==> src/rtl/rv_pkg.sv <==
// rtl/rv_pkg.sv - shared register-file widths and writeback entry type
package rv_pkg;

   localparam int XLEN       = 32;
   localparam int REG_ADDR_W = 5;
   localparam int NUM_REGS   = 32;

   typedef struct packed {
      logic [REG_ADDR_W-1:0] rd;
      logic [XLEN-1:0]       data;
   } wb_entry_t;

endpackage

==> src/rtl/wb_fifo.sv <==
// rtl/wb_fifo.sv - synchronous valid/ready FIFO holding long-latency results
module wb_fifo
   import rv_pkg::*;
#(
   parameter int  DEPTH   = 2,
   parameter type entry_t = wb_entry_t
) (
   input  logic   clk,
   input  logic   rst,
   input  logic   push_valid,
   output logic   push_ready,
   input  entry_t push_data,
   input  logic   pop,
   output entry_t head,
   output logic   full,
   output logic   empty
);

   localparam int PTR_W = (DEPTH > 1) ? $clog2(DEPTH) : 1;
   localparam int CNT_W = PTR_W + 1;
   localparam logic [PTR_W-1:0] PTR_ONE  = PTR_W'(1);
   localparam logic [CNT_W-1:0] CNT_ONE  = CNT_W'(1);
   localparam logic [CNT_W-1:0] CNT_FULL = CNT_W'(DEPTH);

   entry_t           mem_q [DEPTH];
   logic [PTR_W-1:0] wr_ptr_q, wr_ptr_d;
   logic [PTR_W-1:0] rd_ptr_q, rd_ptr_d;
   logic [CNT_W-1:0] count_q, count_d;
   logic             do_push, do_pop;

   assign full       = (count_q == CNT_FULL);
   assign empty      = (count_q == '0);
   assign push_ready = !full;
   assign head       = mem_q[rd_ptr_q];
   assign do_push    = push_valid && !full;
   assign do_pop     = pop && !empty;

   // Pointers wrap naturally because DEPTH is a power of two.
   always_comb begin
      wr_ptr_d = wr_ptr_q;
      rd_ptr_d = rd_ptr_q;
      count_d  = count_q;
      if (do_push) wr_ptr_d = wr_ptr_q + PTR_ONE;
      if (do_pop)  rd_ptr_d = rd_ptr_q + PTR_ONE;
      case ({do_push, do_pop})
         2'b10:   count_d = count_q + CNT_ONE;
         2'b01:   count_d = count_q - CNT_ONE;
         default: count_d = count_q;
      endcase
   end

   always_ff @(posedge clk) begin
      if (rst) begin
         wr_ptr_q <= '0;
         rd_ptr_q <= '0;
         count_q  <= '0;
      end else begin
         wr_ptr_q <= wr_ptr_d;
         rd_ptr_q <= rd_ptr_d;
         count_q  <= count_d;
      end
   end

   always_ff @(posedge clk) begin
      if (do_push) mem_q[wr_ptr_q] <= push_data;
   end

endmodule

==> src/rtl/wb_ctrl.sv <==
// rtl/wb_ctrl.sv - writeback arbiter, register scoreboard and write-port forwarding
module wb_ctrl
   import rv_pkg::*;
#(
   parameter int XLEN     = 32,
   parameter int LU_DEPTH = 2
) (
   input  logic                  clk,
   input  logic                  rst,
   input  logic                  issue_valid,
   input  logic [REG_ADDR_W-1:0] issue_rd,
   input  logic                  alu_valid,
   input  logic [REG_ADDR_W-1:0] alu_rd,
   input  logic [XLEN-1:0]       alu_data,
   output logic                  alu_stall,
   input  logic                  lu_valid,
   output logic                  lu_ready,
   input  logic [REG_ADDR_W-1:0] lu_rd,
   input  logic [XLEN-1:0]       lu_data,
   output logic                  wen,
   output logic [REG_ADDR_W-1:0] wAddress,
   output logic [XLEN-1:0]       wdata,
   input  logic [REG_ADDR_W-1:0] rs1_addr,
   input  logic [REG_ADDR_W-1:0] rs2_addr,
   output logic                  rs1_pending,
   output logic                  rs2_pending,
   output logic                  rs1_fwd,
   output logic                  rs2_fwd,
   output logic [XLEN-1:0]       fwd_data
);

   typedef struct packed {
      logic [REG_ADDR_W-1:0] rd;
      logic [XLEN-1:0]       data;
   } entry_t;

   entry_t                fifo_push_data, fifo_head, win;
   logic                  fifo_push_valid, fifo_pop, fifo_full, fifo_empty;
   logic                  alu_take, win_valid;
   logic                  wen_q, wen_d;
   logic [REG_ADDR_W-1:0] waddr_q, waddr_d;
   logic [XLEN-1:0]       wdata_q, wdata_d;
   logic [NUM_REGS-1:0]   pending_q, pending_d;

   // Results for x0 never occupy a slot.
   assign fifo_push_valid = lu_valid && (lu_rd != '0);
   assign fifo_push_data  = '{rd: lu_rd, data: lu_data};

   wb_fifo #(
      .DEPTH   (LU_DEPTH),
      .entry_t (entry_t)
   ) u_fifo (
      .clk        (clk),
      .rst        (rst),
      .push_valid (fifo_push_valid),
      .push_ready (lu_ready),
      .push_data  (fifo_push_data),
      .pop        (fifo_pop),
      .head       (fifo_head),
      .full       (fifo_full),
      .empty      (fifo_empty)
   );

   assign alu_take = alu_valid && (alu_rd != '0);

   // A full FIFO preempts the ALU so long-latency units can never deadlock.
   always_comb begin
      fifo_pop  = 1'b0;
      alu_stall = 1'b0;
      win_valid = 1'b0;
      win       = '0;
      if (fifo_full) begin
         fifo_pop  = 1'b1;
         win_valid = 1'b1;
         win       = fifo_head;
         alu_stall = alu_take;
      end else if (alu_take) begin
         win_valid = 1'b1;
         win       = '{rd: alu_rd, data: alu_data};
      end else if (!fifo_empty) begin
         fifo_pop  = 1'b1;
         win_valid = 1'b1;
         win       = fifo_head;
      end
   end

   assign wen_d   = win_valid;
   assign waddr_d = win.rd;
   assign wdata_d = win.data;

   // Set is applied after clear so a re-issue in the retiring cycle survives.
   always_comb begin
      pending_d = pending_q;
      if (fifo_pop) pending_d[fifo_head.rd] = 1'b0;
      if (issue_valid && (issue_rd != '0)) pending_d[issue_rd] = 1'b1;
      pending_d[0] = 1'b0;
   end

   always_ff @(posedge clk) begin
      if (rst) begin
         wen_q     <= 1'b0;
         waddr_q   <= '0;
         wdata_q   <= '0;
         pending_q <= '0;
      end else begin
         wen_q     <= wen_d;
         waddr_q   <= waddr_d;
         wdata_q   <= wdata_d;
         pending_q <= pending_d;
      end
   end

   assign wen         = wen_q;
   assign wAddress    = waddr_q;
   assign wdata       = wdata_q;
   assign fwd_data    = wdata_q;
   assign rs1_pending = pending_q[rs1_addr];
   assign rs2_pending = pending_q[rs2_addr];
   assign rs1_fwd     = wen_q && (waddr_q == rs1_addr) && (rs1_addr != '0);
   assign rs2_fwd     = wen_q && (waddr_q == rs2_addr) && (rs2_addr != '0);

endmodule

==> config.mk <==
export PLATFORM = sky130hd
export DESIGN_NAME = wb_ctrl
export DESIGN_NICKNAME = d
export VERILOG_FILES = /design/src/rtl/rv_pkg.sv /design/src/rtl/wb_fifo.sv /design/src/rtl/wb_ctrl.sv
export SDC_FILE = /design/constraint.sdc
export NUM_CORES = 1
export LEC_CHECK = 0
export ABC_AREA = 1
export BUFFER_PORTS_ARGS = -buffer_cell sky130_fd_sc_hd__buf_4
export CAP_MARGIN = 15
export CORE_ASPECT_RATIO = 0.8
export CORE_MARGIN = 2
export CORE_UTILIZATION = 45
export CTS_CLUSTER_SIZE = 10
export DETAILED_ROUTE_END_ITERATION = 8
export PLACE_DENSITY = 0.69
export SLEW_MARGIN = 40
export SYNTH_ARGS = -nofsm -noshare
export SYNTH_HDL_FRONTEND = slang
export SYNTH_SLANG_ARGS = --single-unit
export TNS_END_PERCENT = 100
==> constraint.sdc <==
create_clock -name clk -period 4.3 [get_ports clk]
set_input_delay 0.215 -clock clk [delete_from_list [all_inputs] [get_ports clk]]
set_output_delay 0.215 -clock clk [all_outputs]
set_load 0.01 [all_outputs]
## After elaboration in Yosys (flattened, before gate mapping)

Memory sizes are Yosys's and may differ from the RTL's. A register that Yosys moved wholly into a read port is not among the register bits.
Index checks and enable logic that the tools add are counted.

| storage, ports and cells | value |
|---|---|
| register bits after elaboration | 74 |
| bits in writable memories | 74 |
| output and inout bits | 76 |
| logic and storage cells | 71 |
| memories | 1 |

Memory list:

| name | depth | width | read ports | clocked after memory_dff | wr ports | line | RTL |
|---|---|---|---|---|---|---|---|
| u_fifo.mem_q | 2 | 37 | 1 | 1 | 1 | wb_fifo.sv:25 | `entry_t mem_q [DEPTH];` |

| cells by class | value |
|---|---|
| add/subtract/negate cells | 4 |
| $lt $le $gt $ge | 6 |
| equal/unequal tests | 5 |
| multiplexer cells | 24 |
| bitwise operators | 3 |
| reduce and logical (&&, ||, !) cells | 20 |

Operator list:

| kind | number |
|---|---|
| $mux W37 | 3 |
| $mux W32 | 2 |
| $and A32 B32 Y32 | 1 |
| $not A32 Y32 | 1 |
| $or A32 B32 Y32 | 1 |
| $reduce_bool A5 Y1 | 5 |
| $lt A5 B6 Y1 const B | 4 |
| $mux W1 | 14 |
| $logic_and A1 B1 Y1 | 11 |
| $bmux W1 S5 | 2 |
| $demux W1 S5 | 2 |
| $eq A5 B5 Y1 | 2 |
| $ge A5 B1 Y1 const B | 2 |
| $eq A2 B2 Y1 const B | 2 |
| $pmux W2 S2 | 1 |
| $add A1 B1 Y1 const B | 2 |
| $add A2 B1 Y2 const B | 1 |
| $eq A2 B1 Y1 const B | 1 |
| $logic_not A1 Y1 | 2 |
| $logic_not A2 Y1 | 1 |
| $reduce_bool A2 Y1 | 1 |
| $sub A2 B1 Y2 const B | 1 |

## Depth between registers and ports, before layout

Gate-level depths: netlist of run 1.

| depth | value |
|---|---|
| depth in word-level cells | 9 |
| depth in mapped cells | 11 |
| gate-level depth less buffers | 10 |

## Hierarchy

A second synthesis of run 1 with hierarchy kept.

| unflattened totals | value |
|---|---|
| cell total of the unflattened synthesis | 818 |
| area total of the unflattened synthesis | 7198.2 um^2 |

Modules (own cells, without submodules):

| module | instances | cells an instance | area an instance (um^2) | seq. area each (um^2) |
|---|---|---|---|---|
| wb_ctrl | 1 | 662 | 4124.0 | 1381.3 |
| wb_fifo | 1 | 156 | 3074.2 | 2322.2 |

## Worst setup path after synthesis of run 1

No wires, ideal clock.

| timing | value |
|---|---|
| path type | register to register |
| from | register u_fifo.count_q[0] |
| to | memory u_fifo.mem_q[0][0] (netlist name) (enable) |
| library setup time | 0.431 ns |
| arrival time | 2.325 ns |
| data required time | 3.869 ns |
| slack | 1.544 ns |
| cell stages (with the launch flop) | 5 |
| buffers on the path | 0 |
| period minus slack after synthesis | 2.756 ns |
| cells stage by stage | dfxtp_1 -> nor2_2 -> inv_2 -> nand3_1 -> nor2_1 |

| on the way | value |
|---|---|
| word-level cells in the longest chain between the ends | 5 |

Ends and longest elaborated chain:

| what | line | RTL |
|---|---|---|
| start: declaration | wb_fifo.sv:28 | `logic [CNT_W-1:0] count_q, count_d;` |
| start signal: assignment | wb_fifo.sv:60 | `count_q <= count_d;` |
| $eq A2 B2 Y1 | wb_fifo.sv:31 | `assign full = (count_q == CNT_FULL);` |
| $logic_not A1 Y1 | n/a |  |
| net lu_ready | wb_ctrl.sv:17 | `output logic lu_ready,` |
| $logic_and A1 B1 Y1 | wb_fifo.sv:35 | `assign do_push = push_valid && !full;` |
| $mux W1 | wb_fifo.sv:65 | `if (do_push) mem_q[wr_ptr_q] <= push_data;` |
| $mux W1 (not written as such) | wb_fifo.sv:65 |  |
| end: declaration | wb_fifo.sv:25 |  |

The timed path passes the listed nets, and every way through them passes these cells.

==> results of run 1 <==
## cells in the final DEF (no fill, tap or decap), drive strengths merged, types with 6 or more instances in the layout
cell         netlist  final
nor3               7      7
buf               62    176
edfxtp            74     74
nand2            302    302
a21oi             74     74
nor2              92     92
dlygate4sd3        0     37
inv               63     67
o21ai             48     48
nand3             52     52
clkinv             0      6
clkbuf             8     19
dfxtp             74     74
## critical path: cells and delay by family, from the launching register on
kind	cells	cell delay (ps)
AOI/OAI and AO/OA	2	400
buffers and inverters	1	320
DFF	1	690
and+or+nand+nor	4	520
## timing repair
item / CTS / global route
hold buffers: 37 / 0
hold endpoints to repair: 74 / 0
buffers inserted: 0 / 0
endpoints found under the setup margin: 0 / 0
## area by class of cell
type,instances,area [sq um]
Antenna cell,1,2.50
Clock buffer,19,454
Clock inverter,13,124
Fill cell,1334,5960
Inverter,63,239
Multi-Input combinational cell,595,2620
Sequential cell,148,3700
Tap cell,210,263
Timing Repair Buffer,213,1750
## sequential cells by signal, indices dropped and copies added, names as in the netlist, named ones only
signal and cells:
u_fifo.rd_ptr_q 1, wAddress 5, fwd_data 32, pending_q 31
u_fifo.count_q 2, u_fifo.wr_ptr_q 1, wen 1, u_fifo.mem_q 74
## worst max-delay path by stage
stage	from	end	slack, ps	depth (start not counted)
3_5_place_dp	flop	pending_q[30]	2240	7
3_3_place_gp	u_fifo.count_q[0]	u_fifo.mem_q[1][10]	2160	4
6_report	flop	pending_q[14]	2230	7
2_1_floorplan	u_fifo.count_q[0]	u_fifo.mem_q[0][0]	1540	4
4_1_cts	flop	pending_q[14]	2200	9
5_1_grt	flop	pending_q[14]	1900	9
## per-stage QoR
step,util (%),hold WS [ps]
6_report,60.6,21.1
5_1_grt,60.6,17.4
3_3_place_gp,53.7,401
4_1_cts,60.5,10.6
3_5_place_dp,54.3,404
2_1_floorplan,-,314
## power by group
| group | internal, mW | switching, mW |
|---|---|---|
| Combinational | 0.550 | 0.877 |
| Sequential | 1.70 | 0.111 |
| Clock | 0.838 | 0.592 |
| Total | 3.09 | 1.58 |
## cell families (layout without fill, tap and decap cells)
kind of cell               after synthesis  after routing
and+or+nand+nor                        460            460
xor gates and xnor gates                 4              4
DFF                                    148            148
buffers and inverters                  133            308
adders and majority gates                1              1
other                                    0              1
AOI/OAI and AO/OA                      130            130
## per-layer routing
| layer | vias to the layer above | global-route usage, % | wire length, microns |
|---|---|---|---|
| li1 | 3136 | - | - |
| met1 | 2815 | 31.4 | 8480 |
| met2 | 258 | 35.9 | 8310 |
| met3 | 22 | 5.04 | 1610 |
| met4 | 0 | 7.06 | 240 |
| met5 | - | 0 | 0 |
==> out/results.tsv, run 1 <==
metric	value	unit
status	completed	
area of the die	16600	sq um
CP max FO	39	
data required time of the worst path	4590	ps
Synth area leader	edfxtp_1	
largest net degree at the start of global routing	71	
remaining antenna violation count	0	
critical path launch point type	flop	
Post-Synth XOR/XNOR Area	0.500	%
area share of the largest cell type after synthesis	31.7	%
post-synthesis mux area share	0	%
dpl cells	1192	
slowest CP cell	dfxtp_1	
Post-layout nets	1133	
first-pass GRT wire length	29100	microns
worst skew pair latency	420	ps
post-route insts no fill	1262	
minimum clock period	2070	ps
Reg clk slew, reported paths	60	ps
die width	143	microns
Starting Density	46.3	%
Post-DP Area	8200	sq um
RSZ-0062 raised after global routing	false	
asr flop ratio synth	0	%
Primary FF master, synth	edfxtp_1	
Hold Crit Start	alu_data[19]	
Place WS	2240	ps
Max Buffers Root-to-Sink	2	
design area	9150	sq um
TNS Setup	0	ps
largest family of logic cells by synthesized area	simple AND/OR/NAND/NOR gates	
Pwr Total	4.67	mW
top cells by area, synth	edfxtp_1 (32%), dfxtp_1 (21%), nand2_1 (16%), a21oi_1 (5.3%), nor2_1 (4.8%)	
worst-path cell chain	inv_4 > o21ai_2 > nand2_2 > nor2_1 > nand2_1 > nand2_1 > a21oi_1	
Worst Hold Path EP	fwd_data[19]	
core box area	15100	sq um
CP peak stage delay	690	ps
# Max-Cap Violations	0	
WHS Path Cells	3	
DRT iter0 DRCs	611	
CTS tree	built	
final-report hold violation count	0	
vias in the first global route	5791	
Slew HR	46.0	%
vias per cell	4.94	
syn_nets	971	
share of layout cells above drive strength 1	21.9	%
IO Count	170	
Detail Placement HPWL	13000	microns
Post-synth EDFFs	74	
Mapped Cells	876	
WL final	18600	microns
row count	40	
distinct cell type count after synthesis	33	
leakage power	3.94	nW
gr usage total	22.7	%
Post-Syn Area	7000	sq um
clk_skew	10.6	ps
highest clock rate	483	MHz
WP data arrival	2360	ps
# DRC	0	
Syn Area/Cell	8.00	sq um
Routed WL per cell	14.8	microns
Pwr Density	510	nW/um^2
final worst slack	2230	ps
initial antenna violation count	1	
post-synthesis compound-gate area fraction	9.81	%
GPL Wtd Cong	0.850	
post-cts sizing count	0	
maximum VDD drop	0.300	mV
total grt overflow	0	
Setup crit end kind	flop	
most frequent cell after synthesis	nand2_1	
Die Ht	116	microns
post-synthesis simple-gate area fraction	26.7	%
IO buf count	169	
sequential share of the synthesized area	52.9	%
via count	6231	
clk sink count	148	
DR pass1 iterations	5	
Synth-to-Final Area Change	30.7	%
Slew @ Worst Pin	808	ps
terminus of the critical flop-to-flop path	pending_q[14]	
post-synthesis register bit count	148	
clk root buf	clkbuf_16	
yosys warns	0	
Synth Area in Adders	0.179	%
Slew Limit Fails	0	
Worst Path Class, Setup	reg2reg	
Worst R2R Path Depth	7	
CTS buffer count	17	
fin crit share	48.1	%
most used cell along the critical path	nand2_1	
R2R setup slack	2230	ps
H-Tree Depth	4	
Commonest cells post-synth	nand2_1 (291), nor2_1 (90), a21oi_1 (74), dfxtp_1 (74), edfxtp_1 (74)	
worst hold path class	in2reg	
Finish-stage setup viols	0	
No activity file was read; power rests on OpenSTA's default activity.
==> run 2, diff against run 1 <==
- ABC_AREA: 1 -> 0
- clock period: 4.3 -> 2.15 ns (I/O delays scaled with it)
==> run 2 against run 1 <==
Compared with the run above: worst hold slack got worse by 1.9 ps; wire length increased by 15%; highest routed layer unchanged; first-iteration DRC count rose by 0.33%; clock-buffer cell count fell by 1; setup slack worse by 2200 ps; clock power grew 120%; power grew 120%; global-route usage increased by 1.4 points; non-clock buffer count up 26; largest cell class unchanged; synthesized cell count fell by 23%; final area up 6.8%.
==> out/results.tsv, run 2 <==
metric	value	unit	change
area of the die	17400	sq um	was 16,600 sq um
Die Ht	118	microns	was 116 microns
post-synthesis compound-gate area fraction	20.7	%	was 9.81%
Pwr Density	1040	nW/um^2	was 510 nW/um^2
Post-DP Area	8640	sq um	was 8200 sq um
Place WS	6.93	ps	was 2240 ps
DR pass1 iterations	8		was 5
worst-path cell chain	mux4_2 > mux2_4 > a221oi_2 > a21oi_2 > buf_4		was inv_4 > o21ai_2 > nand2_2 > nor2_1 > nand2_1 > nand2_1 > a21oi_1
DRT iter0 DRCs	613		was 611
dpl cells	985		was 1,192
Starting Density	46.4	%	was 46.3%
commonest cells after routing, fill and taps aside	buf_4 (184), edfxtp_1 (74), a21oi_1 (68), dfxtp_1 (68), dlygate4sd3_1 (50)		was nand2_1 (291), buf_4 (172), nor2_1 (88)
# DRC	0		unchanged
area share of the largest cell type after synthesis	30.2	%	was 31.7%
Detail Placement HPWL	14000	microns	was 13,000 microns
CP peak stage delay	460	ps	was 690 ps
die width	147	microns	was 143 microns
Mapped Cells	674		was 876
asr flop ratio synth	0	%	unchanged
clk root buf	clkbuf_16		unchanged
Post-synth EDFFs	74		unchanged
WP data arrival	2010	ps	was 2360 ps
minimum clock period	2120	ps	
clk sink count	148		unchanged
GPL Wtd Cong	0.844		was 0.850
R2R setup slack	110	ps	was 2230 ps
post-synthesis register bit count	148		unchanged
gr usage total	24.1	%	was 22.7%
Commonest cells post-synth	dfxtp_1 (74), edfxtp_1 (74), a21oi_1 (69)		was nand2_1 (291), nor2_1 (90), a21oi_1 (74), dfxtp_1 (74), edfxtp_1 (74)
post-synthesis mux area share	11.3	%	was 0%
Fillers	1229		was 1,334
core box area	15900	sq um	was 15,100 sq um
Worst Path Class, Setup	reg2out		was reg2reg
Max Buffers Root-to-Sink	2		unchanged
# Max-Cap Violations	0		unchanged
share of layout cells above drive strength 1	31.2	%	was 21.9%
Post-Syn Area	7350	sq um	was 7000 sq um
slowest CP cell	mux4_2		was dfxtp_1
Primary FF master, synth	edfxtp_1		unchanged
leakage power	3.56	nW	was 3.94 nW
vias in the first global route	6311		was 5,791
final-report hold violation count	0		unchanged
largest net degree at the start of global routing	50		was 71
data required time of the worst path	2040	ps	was 4590 ps
Sequential cell area	3710	sq um	was 3700 sq um
postcts setup bufs	0		unchanged
IO buf count	169		unchanged
post-synthesis simple-gate area fraction	8.36	%	was 26.7%
maximum VDD drop	0.631	mV	was 0.300 mV
max reg flops	74		unchanged
CTS buffer count	17		unchanged
Routed WL per cell	20.1	microns	was 14.8 microns
Finish-stage setup viols	0		unchanged
Slew Limit Fails	0		unchanged
via count	6417		was 6,231
yosys warns	0		unchanged
Synth-to-Final Area Change	32.9	%	was 30.7%
sequential share of the synthesized area	50.4	%	was 52.9%
highest clock rate	472	MHz	
IO Count	170		unchanged
Slew @ Worst Pin	737	ps	was 808 ps
Setup crit end kind	output pin		was flop
top cells by area, synth	edfxtp_1 (30%), dfxtp_1 (20%), mux2i_1 (5.6%), a21oi_1 (4.7%), o32a_1 (4.4%)		was edfxtp_1 (32%), dfxtp_1 (21%), nand2_1 (16%), a21oi_1 (5.3%), nor2_1 (4.8%)
design area	9770	sq um	was 9150 sq um
fin crit share	98.5	%	
total grt overflow	0		unchanged
Synth Area in Adders	0.170	%	was 0.179%
Synth area leader	edfxtp_1		unchanged
worst hold path class	in2reg		unchanged
initial antenna violation count	0		was 1
multi-input logic area	3130	sq um	was 2620 sq um
Reg clk slew, reported paths	60	ps	about the same
Top reg by flops	u_fifo.mem_q		unchanged
status	completed		unchanged
worst skew pair latency	430	ps	was 420 ps
H-Tree Depth	4		unchanged
syn_nets	769		was 971
post-route insts no fill	1068		was 1,262
Post-Synth XOR/XNOR Area	1.43	%	was 0.500%
row count	41		was 40
critical path launch point type	flop		unchanged
CP max FO	3		was 39
RSZ-0062 raised after global routing	true		was false
Slew HR	50.7	%	was 46.0%
largest family of logic cells by synthesized area	compound AO/OA/AOI/OAI gates		was simple AND/OR/NAND/NOR gates
first-pass GRT wire length	33000	microns	was 29,100 microns
remaining antenna violation count	0		unchanged
final worst slack	33.1	ps	was 2230 ps
WL final	21500	microns	was 18,600 microns
clk_skew	20.9	ps	was 10.6 ps
Post-layout nets	934		was 1,133
commonest non-fill, non-tap cell in the layout	buf_4		was nand2_1
distinct cell type count after synthesis	49		was 33
CTS tree	built		unchanged
vias per cell	6.01		was 4.94
Syn Area/Cell	10.9	sq um	was 8.00 sq um
-- run 2: metal layers --
layer	global-route usage [%]	part of all wire, %
met1	32.2	42
met2	37.1	46
met3	7.07	9.8
met4	9.50	2.1
met5	0	0
-- run 2: repair_timing --
| item | CTS | global route |
|---|---|---|
| hold endpoints to repair | 87 | 0 |
| pin swaps | 0 | 3 |
| hold buffers | 50 | 0 |
| setup endpoints to repair | 2 | 5 |
| gates resized for setup | 5 | 8 |
-- run 2: final timing paths --
check                          from            to  depth (start not counted)
setup / recovery       pending_q[8]   rs2_pending                          5
hold / removal          alu_data[9]   fwd_data[9]                          3
setup reg to reg  u_fifo.count_q[0]  fwd_data[26]                          6
hold reg to reg        pending_q[9]  pending_q[9]                          2
-- run 2: worst max-delay path: cells and delay by family (launching register included) --
kind	cells	cell delay (ps)
multiplexers	2	760
flip-flops	1	340
buffers and inverters	1	150
AO/OA/AOI/OAI	2	340
-- run 2: cell families after synthesis --
kind of cell / after synthesis
adder cells (fa/ha/maj): 1
flip-flops: 148
AND/OR/NAND/NOR: 134
multiplexers: 63
AO/OA/AOI/OAI: 215
buffers and inverters: 101
XOR/XNOR: 12
-- run 2: layout make-up --
cell class                      count  share of cell area, %
Antenna cell                        1                 0.0256
Clock buffer                       18                   4.39
Clock inverter                     14                   1.91
Inverter                            8                  0.307
Multi-Input combinational cell    425                   32.0
Sequential cell                   148                   38.0
Tap cell                          215                   2.75
Timing Repair Buffer              239                   20.6
-- run 2: where the power goes --
group	internal [mW]	total, mW	switching, mW
Clock	1.93	3.10	1.17
Combinational	1.45	3.40	1.95
Sequential	3.48	3.70	0.226
Total	6.86	10.2	3.34
-- run 2: metrics by stage --
step	power, mW	setup TNS, ps	util [%]	hold WS, ps
floorplan	5.80	-3670	-	206
global placement	6.81	0	53.8	294
CTS	10.2	-2.94	61.5	1.01
finish	10.2	0	61.6	19.2
detailed placement	7.01	0	54.5	297
global route	10.6	-7.85	61.6	19.4
==> run 3, diff against run 2 <==
- PLACE_DENSITY: 0.69 -> 0.71
- SETUP_SLACK_MARGIN: default -> 0.3
- clock period: 2.15 -> 1.8 ns (I/O delays scaled with it)
==> run 3 against run 2 <==
Compared with the run above: the run now ends with hold timing, setup timing left; sequential cell count stayed put; die area stayed put; sequential power is 21% higher; clock power is 11% higher; via count is 15% higher; power is 46% higher; global-route usage is 4.9 points higher; final area is 19% higher; setup slack worse by 410 ps; combinational power is 110% higher; wire length is 33% higher.
==> out/results.tsv, run 3 (synthesis gave the netlist of run 2 again) <==
metric	value	unit	change
worst hold path class	in2reg		unchanged
Pwr Density	1280	nW/um^2	was 1040 nW/um^2
final worst slack	-377	ps	was 33.1 ps
slowest CP cell	mux4_2		unchanged
WL final	28500	microns	was 21,500 microns
Die Ht	118	microns	unchanged
# Max-Cap Violations	0		unchanged
Pwr Total	14.9	mW	was 10.2 mW
remaining antenna violation count	0		unchanged
total grt overflow	0		unchanged
clk sink count	148		unchanged
Setup crit end kind	output pin		unchanged
critical path's top delay family	multiplexers		unchanged
Reg clk slew, reported paths	60	ps	about the same
leakage power	4.24	nW	was 3.56 nW
CP max FO	3		unchanged
fin crit share	121	%	
failing checks	hold timing, setup timing		
Routed WL per cell	24.8	microns	was 20.1 microns
most used cell along the critical path	mux4_2		
commonest non-fill, non-tap cell in the layout	buf_4		unchanged
max reg flops	74		unchanged
vias per cell	6.42		was 6.01
CTS buffer count	17		unchanged
core box area	15900	sq um	unchanged
worst skew pair latency	440	ps	was 430 ps
Detail Placement HPWL	14400	microns	was 14,000 microns
commonest cells after routing, fill and taps aside	buf_4 (205), edfxtp_1 (74), dlygate4sd3_1 (64)		was buf_4 (184), edfxtp_1 (74), a21oi_1 (68), dfxtp_1 (68), dlygate4sd3_1 (50)
critical path launch point type	flop		unchanged
final-report hold violation count	1		was 0
clk_skew	14.1	ps	was 20.9 ps
data required time of the worst path	1710	ps	was 2040 ps
IO buf count	169		unchanged
hold_ws	-0.356	ps	was 19.2 ps
worst path buffer plus inverter count	2		was 1
Synth-to-Final Area Change	58.0	%	was 32.9%
initial antenna violation count	0		unchanged
Worst Path Class, Setup	reg2out		unchanged
gr usage total	29.0	%	was 24.1%
DR pass1 iterations	6		was 8
largest net degree at the start of global routing	53		was 50
DRT iter0 DRCs	1103		was 613
# DRC	0		unchanged
via count	7382		was 6,417
CTS tree	built		unchanged
CP peak stage delay	520	ps	was 460 ps
Slew Limit Fails	0		unchanged
highest clock rate	459	MHz	
first-pass GRT wire length	39200	microns	was 33,000 microns
Finish-stage setup viols	4		was 0
WP data arrival	2090	ps	was 2010 ps
Max Buffers Root-to-Sink	2		unchanged
minimum clock period	2180	ps	
IO Count	170		unchanged
worst-path cell chain	mux4_2 > mux4_2 > inv_2 > a21oi_2 > buf_4		was mux4_2 > mux2_4 > a221oi_2 > a21oi_2 > buf_4
share of layout cells above drive strength 1	46.1	%	was 31.2%
clk root buf	clkbuf_16		unchanged
Post-layout nets	1016		was 934
diodes inserted	0		was 1
GPL Wtd Cong	0.896		was 0.844
Slew @ Worst Pin	831	ps	was 737 ps
die width	147	microns	unchanged
RSZ-0062 raised after global routing	true		unchanged
vias in the first global route	7082		was 6,311
row count	41		unchanged
Starting Density	46.4	%	unchanged
area of the die	17400	sq um	unchanged
status	finished with violations		was completed
R2R setup slack	-50	ps	was 110 ps
H-Tree Depth	4		unchanged
Top reg by flops	u_fifo.mem_q		unchanged
Slew HR	44.4	%	was 50.7%
maximum VDD drop	0.910	mV	was 0.631 mV
-- run 3: worst paths after layout --
path	start	end	cells past startpoint
worst max-delay path	pending_q[21]	rs1_pending	5
worst min-delay path	alu_data[5]	fwd_data[5]	3
worst max register to register	u_fifo.count_q[1]	u_fifo.count_q[1]	8
worst min register to register	pending_q[22]	pending_q[22]	2
-- run 3: metrics by stage --
step                      TNS (ps)  worst slack (ps)  cells  utilization, %  cell area (sq um)
after floorplan              -74.3             -74.3    674               -               7460
after global placement       -8640              -172    996            55.1               8730
after detailed placement      -276              -194   1000            55.5               8790
after CTS                     -577              -289   1130            69.9              11100
after global routing          -875              -409   1149            73.3              11600
final                         -770              -377   1149            73.3              11600
-- run 3: what timing repair did --
action,in CTS,in global routing
hold buffers,64,0
gates cloned,11,1
setup buffers,23,18
pin swaps,100,80
gates resized for setup,130,70
hold endpoints to repair,102,0
setup endpoints to repair,91,109
-- run 3: layer usage --
| layer | share of wire [%] | up-vias | track usage [%] | wire length [microns] |
|---|---|---|---|---|
| met5 | 0 | - | 0 | 0 |
| met4 | 4.6 | 0 | 13.1 | 1300 |
| met3 | 11 | 138 | 6.68 | 3170 |
| met2 | 47 | 612 | 46.4 | 13400 |
| met1 | 37 | 3557 | 37.7 | 10600 |
| li1 | - | 3075 | - | - |
-- run 3: report_power, final --
| group | internal (mW) | leakage [nW] | switching, mW |
|---|---|---|---|
| sequential | 4.17 | 1.31 | 0.320 |
| combinational | 3.37 | 2.67 | 3.62 |
| clock | 1.91 | 0.263 | 1.52 |
| total | 9.45 | 4.24 | 5.46 |
-- run 3: area by class of cell --
class                           count  area (sq um)
Sequential cell                   148          3730
Tap cell                          215           269
Fill cell                         913          4240
Timing Repair Buffer              321          3110
Clock inverter                     14           128
Inverter                            8          43.8
Multi-Input combinational cell    425          3900
Clock buffer                       18           429
-- run 3: worst reg2reg max path: cells and delay by family (launching register included) --
| kind | cells | cell delay (ps) |
|---|---|---|
| compound gates | 2 | 500 |
| simple gates | 2 | 470 |
| flops | 1 | 330 |
| fa+ha+maj | 1 | 170 |
| buf+inv | 2 | 170 |
| xor+xnor | 1 | 140 |
